### src/rtl/stn2tft_pkg.sv
`default_nettype none
// stn2tft_pkg: shared state encoding, derived-constant helpers and counter sizing for the STN transmitter.
// Rev 1.0
package stn2tft_pkg;

  typedef enum logic [1:0] {
    ST_IDLE   = 2'd0,
    ST_ACTIVE = 2'd1,
    ST_HBLANK = 2'd2
  } tx_state_e;

  localparam int H_DOTS_DEF  = 320;
  localparam int V_LINES_DEF = 240;
  localparam int HBLANK_DEF  = 8;
  localparam int VBLANK_DEF  = 2;

  localparam int BYTES_PER_LINE = H_DOTS_DEF / 8;
  localparam int LINE_PERIODS   = H_DOTS_DEF / 4 + HBLANK_DEF;
  localparam int FRAME_LINES    = V_LINES_DEF + VBLANK_DEF;

  function automatic int bytes_per_line(input int h_dots);
    return h_dots / 8;
  endfunction

  function automatic int line_periods(input int h_dots, input int hblank);
    return h_dots / 4 + hblank;
  endfunction

  function automatic int frame_lines(input int v_lines, input int vblank);
    return v_lines + vblank;
  endfunction

  // Bits needed for a counter running 0 .. n-1.
  function automatic int cnt_w(input int n);
    return (n <= 2) ? 1 : $clog2(n);
  endfunction

endpackage
`default_nettype wire

### src/rtl/stn_tx_if.sv
`default_nettype none
// stn_tx_if: single-port frame-buffer read bus between the STN transmitter and its RAM.
// Rev 1.0
interface stn_tx_if #(
  parameter int ADDR_W = 14
);
  logic              ram_ce;
  logic [ADDR_W-1:0] ram_addr;
  logic [7:0]        ram_rdata;

  modport master (output ram_ce, output ram_addr, input ram_rdata);
  modport slave  (input ram_ce, input ram_addr, output ram_rdata);
endinterface
`default_nettype wire

### src/rtl/stn_tx_timing.sv
`default_nettype none
// stn_tx_timing: clk divider, period and line counters; exports the counter values of the coming cycle.
// Rev 1.0
module stn_tx_timing
  import stn2tft_pkg::*;
#(
  parameter int H_DOTS    = 320,
  parameter int V_LINES   = 240,
  parameter int HBLANK    = 8,
  parameter int VBLANK    = 2,
  parameter int SHIFT_DIV = 4,
  localparam int DW = cnt_w(SHIFT_DIV),
  localparam int PW = cnt_w(line_periods(H_DOTS, HBLANK)),
  localparam int LW = cnt_w(frame_lines(V_LINES, VBLANK))
) (
  input  logic          clk,
  input  logic          rst_x,
  input  logic          i_en,
  output logic          o_run,
  output logic          o_lead,
  output logic          o_load,
  output tx_state_e     o_state,
  output logic [DW-1:0] o_div,
  output logic [PW-1:0] o_per,
  output logic [LW-1:0] o_line
);
  localparam logic [DW-1:0] c_d_last = DW'(SHIFT_DIV - 1);
  localparam logic [PW-1:0] c_p_last = PW'(line_periods(H_DOTS, HBLANK) - 1);
  localparam logic [PW-1:0] c_p_act  = PW'(H_DOTS / 4);
  localparam logic [LW-1:0] c_l_last = LW'(frame_lines(V_LINES, VBLANK) - 1);

  tx_state_e     r_state, w_state;
  logic [DW-1:0] r_div, w_div;
  logic [PW-1:0] r_per, w_per;
  logic [LW-1:0] r_line, w_line;
  logic          r_lead, w_lead;
  logic          r_cont, w_cont;
  logic          w_load;

  // The lead-in after IDLE reuses the last HBLANK period of the last line, flagged by r_lead.
  always_comb begin
    w_state = r_state;
    w_div   = r_div;
    w_per   = r_per;
    w_line  = r_line;
    w_lead  = r_lead;
    w_cont  = r_cont;
    w_load  = 1'b0;
    if (r_state == ST_IDLE) begin
      if (i_en) begin
        w_state = ST_HBLANK;
        w_per   = c_p_last;
        w_line  = c_l_last;
        w_lead  = 1'b1;
        w_cont  = 1'b1;
        w_load  = 1'b1;
      end
    end else if (r_div != c_d_last) begin
      w_div = r_div + 1'b1;
    end else begin
      w_div = '0;
      if (r_per == c_p_last) begin
        w_per   = '0;
        w_state = ST_ACTIVE;
        w_lead  = 1'b0;
        if (r_lead) begin
          w_line = '0;
        end else if (r_line != c_l_last) begin
          w_line = r_line + 1'b1;
        end else if (r_cont) begin
          w_line = '0;
        end else begin
          w_state = ST_IDLE;
          w_line  = '0;
          w_cont  = 1'b0;
        end
      end else begin
        w_per   = r_per + 1'b1;
        w_state = (w_per < c_p_act) ? ST_ACTIVE : ST_HBLANK;
        // Frame continuation and the next start address are decided entering the final period.
        if (!r_lead && (r_line == c_l_last) && (w_per == c_p_last)) begin
          w_cont = i_en;
          w_load = i_en;
        end
      end
    end
  end

  always_ff @(posedge clk or negedge rst_x) begin
    if (!rst_x) begin
      r_state <= ST_IDLE;
      r_div   <= '0;
      r_per   <= '0;
      r_line  <= '0;
      r_lead  <= 1'b0;
      r_cont  <= 1'b0;
    end else begin
      r_state <= w_state;
      r_div   <= w_div;
      r_per   <= w_per;
      r_line  <= w_line;
      r_lead  <= w_lead;
      r_cont  <= w_cont;
    end
  end

  assign o_run   = (w_state != ST_IDLE);
  assign o_lead  = w_lead;
  assign o_load  = w_load;
  assign o_state = w_state;
  assign o_div   = w_div;
  assign o_per   = w_per;
  assign o_line  = w_line;

endmodule
`default_nettype wire

### src/rtl/stn_tx.sv
`default_nettype none
// stn_tx: STN panel transmitter streaming a 1-bpp frame buffer as 4-bit shifts with line/frame pulses.
// Rev 1.0
module stn_tx
  import stn2tft_pkg::*;
#(
  parameter int H_DOTS    = 320,
  parameter int V_LINES   = 240,
  parameter int HBLANK    = 8,
  parameter int VBLANK    = 2,
  parameter int LP_W      = 2,
  parameter int SHIFT_DIV = 4,
  parameter int ADDR_W    = 14
) (
  input  logic              clk,
  input  logic              rst_x,
  input  logic              en,
  input  logic [ADDR_W-1:0] sad,
  output logic              busy,
  stn_tx_if.master          ram,
  output logic              stn_fpframe,
  output logic              stn_fpline,
  output logic              stn_fpshift,
  output logic [3:0]        stn_fpdat
);
  localparam int DW = cnt_w(SHIFT_DIV);
  localparam int PW = cnt_w(line_periods(H_DOTS, HBLANK));
  localparam int LW = cnt_w(frame_lines(V_LINES, VBLANK));

  localparam logic [DW-1:0] c_d_half  = DW'(SHIFT_DIV / 2);
  localparam logic [DW-1:0] c_d_pref  = DW'(2);
  localparam logic [PW-1:0] c_p_last  = PW'(line_periods(H_DOTS, HBLANK) - 1);
  localparam logic [PW-1:0] c_p_fend  = PW'(2 * bytes_per_line(H_DOTS) - 1);
  localparam logic [PW-1:0] c_p_lp0   = PW'(H_DOTS / 4 + 1);
  localparam logic [PW-1:0] c_p_lp1   = PW'(H_DOTS / 4 + LP_W);
  localparam logic [LW-1:0] c_l_last  = LW'(frame_lines(V_LINES, VBLANK) - 1);
  localparam logic [LW-1:0] c_l_vlast = LW'(V_LINES - 1);

  logic          w_run, w_lead, w_load;
  tx_state_e     w_nst;
  logic [DW-1:0] w_ndiv;
  logic [PW-1:0] w_nper;
  logic [LW-1:0] w_nline;

  stn_tx_timing #(
    .H_DOTS    (H_DOTS),
    .V_LINES   (V_LINES),
    .HBLANK    (HBLANK),
    .VBLANK    (VBLANK),
    .SHIFT_DIV (SHIFT_DIV)
  ) u_timing (
    .clk     (clk),
    .rst_x   (rst_x),
    .i_en    (en),
    .o_run   (w_run),
    .o_lead  (w_lead),
    .o_load  (w_load),
    .o_state (w_nst),
    .o_div   (w_ndiv),
    .o_per   (w_nper),
    .o_line  (w_nline)
  );

  logic              r_busy, r_ce, r_capt;
  logic [ADDR_W-1:0] r_addr;
  logic [7:0]        r_buf, r_shift;
  logic [3:0]        r_dat;
  logic              r_fpshift, r_fpline, r_fpframe;
  logic              w_vis, w_fetch, w_lpulse;
  logic [7:0]        w_src;

  assign w_vis    = (w_nline <= c_l_vlast);
  assign w_lpulse = w_run && !w_lead && (w_nper >= c_p_lp0) && (w_nper <= c_p_lp1);
  // The lead-in prefetch lands exactly on the first ACTIVE edge, so bypass the byte buffer then.
  assign w_src    = r_capt ? ram.ram_rdata : r_buf;

  always_comb begin
    w_fetch = 1'b0;
    if (w_run) begin
      if (w_lead) begin
        w_fetch = (w_ndiv == c_d_pref);
      end else if (w_ndiv == '0) begin
        if (w_nper == c_p_last)
          w_fetch = (w_nline == c_l_last) ? w_load : (w_nline < c_l_vlast);
        else
          w_fetch = w_vis && w_nper[0] && (w_nper < c_p_fend);
      end
    end
  end

  always_ff @(posedge clk or negedge rst_x) begin
    if (!rst_x) begin
      r_busy    <= 1'b0;
      r_ce      <= 1'b0;
      r_capt    <= 1'b0;
      r_addr    <= '0;
      r_buf     <= '0;
      r_shift   <= '0;
      r_dat     <= '0;
      r_fpshift <= 1'b0;
      r_fpline  <= 1'b0;
      r_fpframe <= 1'b0;
    end else begin
      r_busy    <= w_run;
      r_ce      <= w_fetch;
      r_capt    <= r_ce;
      r_fpshift <= w_run && (w_nst == ST_ACTIVE) && (w_ndiv < c_d_half);
      r_fpline  <= w_lpulse;
      r_fpframe <= w_lpulse && (w_nline == c_l_last);
      if (r_capt)
        r_buf <= ram.ram_rdata;
      if (w_load)
        r_addr <= sad;
      else if (r_ce)
        r_addr <= r_addr + 1'b1;
      if (!w_run) begin
        r_dat <= '0;
      end else if ((w_ndiv == '0) && !w_lead) begin
        if ((w_nst == ST_ACTIVE) && w_vis) begin
          if (!w_nper[0]) begin
            r_shift <= w_src;
            r_dat   <= w_src[7:4];
          end else begin
            r_dat <= r_shift[3:0];
          end
        end else begin
          r_dat <= '0;
        end
      end
    end
  end

  assign busy          = r_busy;
  assign ram.ram_ce    = r_ce;
  assign ram.ram_addr  = r_addr;
  assign stn_fpshift   = r_fpshift;
  assign stn_fpline    = r_fpline;
  assign stn_fpframe   = r_fpframe;
  assign stn_fpdat     = r_dat;

endmodule
`default_nettype wire

### src/flat_wrapper.sv
// flat-port wrapper written by rule: the top's interface ports become plain ports
module stn_tx_flat import stn2tft_pkg::*;
#(
  parameter int H_DOTS    = 320,
  parameter int V_LINES   = 240,
  parameter int HBLANK    = 8,
  parameter int VBLANK    = 2,
  parameter int LP_W      = 2,
  parameter int SHIFT_DIV = 4,
  parameter int ADDR_W    = 14
)
  (clk, rst_x, en, sad, busy, stn_fpframe, stn_fpline, stn_fpshift, stn_fpdat, ram_ram_ce, ram_ram_addr, ram_ram_rdata);
  stn_tx_if #(.ADDR_W(ADDR_W)) ram_i ();
  input  logic clk;
  input  logic rst_x;
  input  logic en;
  input  logic [ADDR_W-1:0] sad;
  output logic busy;
  output logic stn_fpframe;
  output logic stn_fpline;
  output logic stn_fpshift;
  output logic [3:0] stn_fpdat;
  output wire logic [$bits(ram_i.ram_ce)-1:0] ram_ram_ce;
  output wire logic [$bits(ram_i.ram_addr)-1:0] ram_ram_addr;
  input wire logic [$bits(ram_i.ram_rdata)-1:0] ram_ram_rdata;
  assign ram_ram_ce = ram_i.ram_ce;
  assign ram_ram_addr = ram_i.ram_addr;
  assign ram_i.ram_rdata = ram_ram_rdata;
  stn_tx #(.H_DOTS(H_DOTS), .V_LINES(V_LINES), .HBLANK(HBLANK), .VBLANK(VBLANK), .LP_W(LP_W), .SHIFT_DIV(SHIFT_DIV), .ADDR_W(ADDR_W)) u_core (.clk(clk), .rst_x(rst_x), .en(en), .sad(sad), .busy(busy), .ram(ram_i), .stn_fpframe(stn_fpframe), .stn_fpline(stn_fpline), .stn_fpshift(stn_fpshift), .stn_fpdat(stn_fpdat));
endmodule
### config.mk
export PLATFORM = sky130hd
export DESIGN_NAME = stn_tx_flat
export DESIGN_NICKNAME = d
export VERILOG_FILES = /design/src/rtl/stn2tft_pkg.sv /design/src/rtl/stn_tx_if.sv /design/src/rtl/stn_tx_timing.sv /design/src/rtl/stn_tx.sv /design/src/flat_wrapper.sv
export SDC_FILE = /design/constraint.sdc
export NUM_CORES = 1
export LEC_CHECK = 0
export CAP_MARGIN = 20
export CORE_MARGIN = 4
export CORE_UTILIZATION = 68
export DETAILED_ROUTE_END_ITERATION = 10
export DONT_BUFFER_PORTS = 1
export PLACE_DENSITY = 0.84
export SKIP_LAST_GASP = 1
export SYNTH_ARGS = -nofsm -noshare
export SYNTH_HDL_FRONTEND = slang
export SYNTH_SLANG_ARGS = --single-unit
### constraint.sdc
create_clock -name clk -period 5.5 [get_ports clk]
set_input_delay 1.65 -clock clk [delete_from_list [all_inputs] [get_ports clk]]
set_output_delay 1.65 -clock clk [all_outputs]
set_load 0.01 [all_outputs]
Word level (Yosys, flattened, before mapping)
Cells that the tools add are included.
{"block": "word_totals", "register_bits": 57, "inputBits": 25, "output_inout_bits": 23, "elab_cells": 112}
{"block": "classes", "addsub": 4, "magnitude_cmp": 7, "eq_ne": 14, "mux": 49, "n_bitwise": 1, "reduce_logical": 21}
{"op": "8-bit 2-to-1 mux", "n": 7}
{"op": "14-bit 2-to-1 mux", "n": 2}
{"op": "7-bit 2-to-1 mux", "n": 4}
{"op": "1-bit 2-to-1 mux", "n": 25}
{"op": "7-bit equality test (second input constant)", "n": 3}
{"op": "8-bit equality test (second input constant)", "n": 2}
{"op": "4-bit 2-to-1 mux", "n": 4}
{"op": "14-bit by 1-bit adder with 14-bit output (second input constant)", "n": 1}
{"op": "7-bit less-than comparator (second input constant)", "n": 2}
{"op": "2-bit 2-to-1 mux", "n": 7}
{"op": "1-bit logical AND", "n": 12}
{"op": "8-bit by 1-bit adder with 8-bit output (second input constant)", "n": 1}
{"op": "8-bit <= comparator (second input constant)", "n": 1}
{"op": "8-bit less-than comparator (second input constant)", "n": 1}
{"op": "2-bit != test (second input constant)", "n": 4}
{"op": "8-bit != test (second input constant)", "n": 1}
{"op": "7-bit by 1-bit adder with 7-bit output (second input constant)", "n": 1}
{"op": "7-bit >= comparator (second input constant)", "n": 1}
{"op": "7-bit <= comparator (second input constant)", "n": 1}
{"op": "3-bit != test (second input constant)", "n": 2}
{"op": "5-bit AND reduction", "n": 1}
{"op": "2-bit zero test", "n": 2}
{"op": "4-bit AND reduction", "n": 1}
{"op": "2-bit nonzero test", "n": 2}
{"op": "other kinds (7)", "n": 8}

Depth between registers and ports, before layout
{"block": "logic_depth", "ltp_word": 13, "ltp_mapped": 12, "mapped_depth_nobuf": 10}

Cells and area by module
From an unflattened synthesis, not the netlist that was laid out.
{"block": "unflattened", "hier_cells": 330, "area_unflattened_um2": 3129.3}
{"mod": "stn_tx", "n_inst": 1, "cells_each": 167, "area_each_um2": 1761.7, "seq_area_each_um2": 900.9}
{"mod": "stn_tx_timing", "n_inst": 1, "cells_each": 163, "area_each_um2": 1367.6, "seq_area_each_um2": 525.5}

Least setup slack after synthesis
OpenSTA, ideal clock, no wires.
{"block": "synth_path", "path_type": "in2reg", "start": "input en", "end": "register u_core.r_shift[0]", "setup_time_ps": 125, "arrival_time_ps": 3568, "required_ps": 5375, "setup_slack_ps": 1808, "path_stages": 9, "path_buffers": 2, "path_cell_list": "buf_2 > nor3b_1 > nor2_1 > a22oi_4 > nand4_2 > nand4b_1 > or2_2 > clkbuf_1 > mux2_2"}
{"block": "synth_between", "elab_chain_cells": 5, "elab_cells_between_ends": 16, "classes_between": "order compare (1); eq/ne (1); mux (8); bitwise (1); reduce/logical (5)"}
{"element": "start: declaration", "line": "flat_wrapper.sv:16", "source": "input logic en;"}
{"element": "8-bit 2-to-1 mux", "line": "stn_tx_timing.sv:50", "source": "if (i_en) begin"}
{"element": "8-bit 2-to-1 mux", "line": "stn_tx_timing.sv:49", "source": "if (r_state == ST_IDLE) begin"}
{"element": "net u_core.u_timing.o_line[6]", "line": "stn_tx_timing.sv:25", "source": "output logic [LW-1:0] o_line"}
{"element": "8-bit <= comparator", "line": "stn_tx.sv:72", "source": "assign w_vis = (w_nline <= c_l_vlast);"}
{"element": "1-bit logical AND", "line": "stn_tx.sv:119", "source": "if ((w_nst == ST_ACTIVE) && w_vis) begin"}
{"element": "4-bit AND reduction (no source line)"}
{"element": "end signal: assignment", "line": "stn_tx.sv:121", "source": "r_shift <= w_src;"}
{"element": "end: declaration", "line": "stn_tx.sv:66", "source": "logic [7:0] r_buf, r_shift;"}
The timed path passes the listed nets, and every way through them passes these cells.
A chain may end at the register's enable or synchronous reset.

Worst setup path in the final report
{"block": "layout_path", "start": "input en", "end": "register u_core.r_ce (netlist: u_core.ram.ram_ce)"}
{"block": "layout_between", "elab_chain_cells": 9, "elab_cells_between_ends": 26, "classes_between": "order compare (3); eq/ne (2); mux (18); reduce/logical (3)"}
{"element": "8-bit 2-to-1 mux (*)", "line": "stn_tx_timing.sv:50"}
{"element": "8-bit 2-to-1 mux (*)", "line": "stn_tx_timing.sv:49"}
{"element": "net u_core.u_timing.o_line[6]", "line": "stn_tx_timing.sv:25"}
{"element": "8-bit <= comparator", "line": "stn_tx.sv:72"}
{"element": "1-bit logical AND (2 in series)", "line": "stn_tx.sv:86", "source": "w_fetch = w_vis && w_nper[0] && (w_nper < c_p_fend);"}
{"element": "1-bit 2-to-1 mux (*)", "line": "stn_tx.sv:83", "source": "if (w_nper == c_p_last)"}
{"element": "1-bit 2-to-1 mux (*)", "line": "stn_tx.sv:82", "source": "end else if (w_ndiv == '0) begin"}
{"element": "1-bit 2-to-1 mux (*)", "line": "stn_tx.sv:80", "source": "if (w_lead) begin"}
{"element": "1-bit 2-to-1 mux (*)", "line": "stn_tx.sv:79", "source": "if (w_run) begin"}
{"element": "net u_core.w_fetch", "line": "stn_tx.sv:69", "source": "logic w_vis, w_fetch, w_lpulse;"}
{"element": "end signal: assignment", "line": "stn_tx.sv:105", "source": "r_ce <= w_fetch;"}
{"element": "end: declaration", "line": "stn_tx.sv:64", "source": "logic r_busy, r_ce, r_capt;"}
The timed path passes the listed nets; every way through them passes the cells marked *.

==> out/results.ini <==
[detailed_routing]
met2WireLength_mm=3.29
wl_per_cell_um=18.5
vias_per_cell=6.54
ant_nets=0
wl_met3_um=472
drc=0
first_pass_iters=5
wl_met1_mm=2.90
routed_wl_mm=6.78
drtIter0Drc=150
vias=2393
top_layer_used=met4

[floorplan]
core_area_mm2=0.00438
die_h_um=75.5
initial_core_util=0.707
fp.dieArea_mm2=0.00570
pin_count=48
row_count=24
die_w_um=75.5

[timing]
max_slew_margin=0.364
period_minus_slack_ns=3.59
setup_tns_ns=0
max_slew.worst_pin.slew_ns=0.951
skew_ns=0.0116
setup_viol=0
hold_violations=0
maxSlewViolCount=0
whs_ns=0.498
final.period_utilization=0.652
max_freq_ghz=0.279
rsz0062_at_grt=no

[yosys]
synth_cell_types=56
ys_warn_count=0
synth_ff_type=dfrtp_1
syn-instance-count=308
syn_nets=339
ys_ff_latch=57
synth-edff-count=0
ys_seq_area_frac=0.460
avgSynthCellArea_um2=10.1
async_flop_share=1.00
synth_area_mm2=0.00310

[clock_tree]
cts_setup_buffers=0
tritoncts=built
clkTransAtPathRegs_ns=0.07
cts_hold_buf=0
cts.sinks=57
numCtsBuffers=9
ctsRootBufferMaster=clkbuf_8
cts_resized=0
clkLatencyLatePin_ns=0.35
cts_max_level=3
cts_max_path_buffers=2

[global_route]
grt_max_degree=58
gr-usage-all-layers=0.251
grt_pass1_wl_mm=10.6
grt_pass1_vias=2218
antenna_found_initial=0
grt-ovfl-total=0

[finish]
fillCellCount=282
final_cell_mix=dfrtp_1 (57), nor2_1 (32), nand2_1 (25)
fin_cells=366
final_common_cell=dfrtp_1
final_nets=340
area_delta_synth_final_pct=7.19
stdcell_area_mm2=0.00332
antenna_cells=0
drive_above_1_share=0.146

[placed_design]
numPortBuffers=0
placed_area_mm2=0.00312
placed_cells=350
gp_congestion=0.869
hpwlAfterDp_mm=4.68

[worst_setup_path]
worstSetupEndpointType=flop
crit_path_max_fanout=9
cp.required_ns=5.78
cp-start-kind=input pin
worstPathArrival_ns=3.87
critPathKind=input pin to flop

[power_and_ir_drop]
peakVddDrop_mv=0.357
powerDensity_mw_per_mm2=628
leakage_nw=1.36

[outcome]
status=finished clean

[hold_path]
hold_class=flop to flop

[job]
maxCapViolations=0

## synth_stat cells (2+ instances only)
| cell type | instances | share of area |
|---|---|---|
| buf_6 | 2 | 0.0073 |
| ha_1 | 6 | 0.024 |
| buf_2 | 2 | 0.0032 |
| a21oi_1 | 23 | 0.037 |
| clkbuf_1 | 7 | 0.0085 |
| o31a_1 | 2 | 0.0057 |
| nand3_1 | 11 | 0.018 |
| nor2b_1 | 2 | 0.0040 |
| or2_2 | 2 | 0.0040 |
| o2bb2ai_1 | 4 | 0.011 |
| nor3b_1 | 3 | 0.0073 |
| o41ai_1 | 2 | 0.0057 |
| or3b_2 | 2 | 0.0057 |
| nand4_1 | 7 | 0.014 |
| nand2b_1 | 4 | 0.0081 |
| o21ai_0 | 10 | 0.016 |
| o32ai_1 | 2 | 0.0057 |
| o21a_1 | 2 | 0.0048 |
| a211oi_1 | 3 | 0.0073 |
| o31ai_1 | 3 | 0.0073 |
| mux2i_1 | 7 | 0.023 |
| nor4_1 | 2 | 0.0040 |
| nor2_1 | 32 | 0.039 |
| xnor2_1 | 2 | 0.0057 |
| nor3_1 | 4 | 0.0065 |
| nand3b_1 | 2 | 0.0048 |
| nand4b_1 | 2 | 0.0057 |
| o22a_1 | 2 | 0.0057 |
| inv_1 | 9 | 0.011 |
| nand2_1 | 25 | 0.030 |
| and3_1 | 10 | 0.020 |
| o211ai_1 | 3 | 0.0073 |
| nand4_2 | 2 | 0.0081 |
| dfrtp_1 | 57 | 0.46 |
| xor2_1 | 16 | 0.045 |
| mux2_2 | 14 | 0.051 |
## through the flow
stage          setup slack [ns]  utilization  power, mW
2_1_floorplan              1.81            -       1.47
3_3_place_gp               1.67        0.711       1.63
3_5_place_dp               1.63        0.711       1.67
4_1_cts                    1.99        0.758       2.08
5_1_grt                    1.77        0.758       2.23
6_report                   1.91        0.758       2.09
## cell families after synthesis
kind of cell | synth area share
simple gates | 0.218
xor+xnor | 0.0509
buf+inv | 0.0311
compound gates | 0.142
mux | 0.0735
fa+ha+maj | 0.0242
flops | 0.460
## flip-flops by register name, summed over array words and instances, names as in the netlist, 2 cells and up
name,flops
u_core.u_timing.r_per,7
u_core.stn_fpdat,4
u_core.ram.ram_addr,14
u_core.r_shift,4
u_core.u_timing.r_div,2
u_core.u_timing.r_line,8
u_core.r_buf,8
u_core.u_timing.r_state,2
## critical path: stages
cell	delay (ns)
nor3b_1	0.75
nor2_1	0.16
a22oi_4	0.23
nand4_2	0.13
or4b_4	0.55
o221ai_1	0.21
a31o_1	0.18
## layer usage
layer / track usage / up-vias
li1: - / 1127
met1: 0.334 / 1161
met2: 0.379 / 96
met3: 0.0580 / 9
met4: 0.144 / 0
met5: 0 / -
## final timing paths
| check | startpoint | cells past startpoint | slack [ns] | end |
|---|---|---|---|---|
| setup / recovery | en | 7 | 1.91 | u_core.ram.ram_ce |
| hold / removal | u_core.r_buf[3] | 1 | 0.50 | u_core.r_buf[3] |
| setup reg to reg | u_core.u_timing.r_line[1] | 10 | 2.43 | u_core.ram.ram_ce |
| hold reg to reg | u_core.r_buf[3] | 1 | 0.50 | u_core.r_buf[3] |
| max in group asynchronous | rst_x | 0 | 4.39 | u_core.u_timing.r_state[1] |
| min in group asynchronous | rst_x | 0 | 0.99 | u_core.ram.ram_addr[5] |
## final cells by class
cell class	count	area, µm²	share of cell area
flip-flops and latches	57	1430	0.429
repair buffers	2	15.0	0.00452
clock inverters	6	67.6	0.0203
clock buffers	10	138	0.0414
multi-input cells	230	1580	0.475
inverters	9	33.8	0.0102
well taps	52	65.1	0.0196
## where the power goes
| part | internal (mW) | switching, mW | total (mW) |
|---|---|---|---|
| sequential | 0.588 | 0.227 | 0.814 |
| combinational | 0.380 | 0.492 | 0.872 |
| clock | 0.222 | 0.179 | 0.401 |
| total | 1.19 | 0.898 | 2.09 |
No activity file was read; power rests on OpenSTA's default activity.
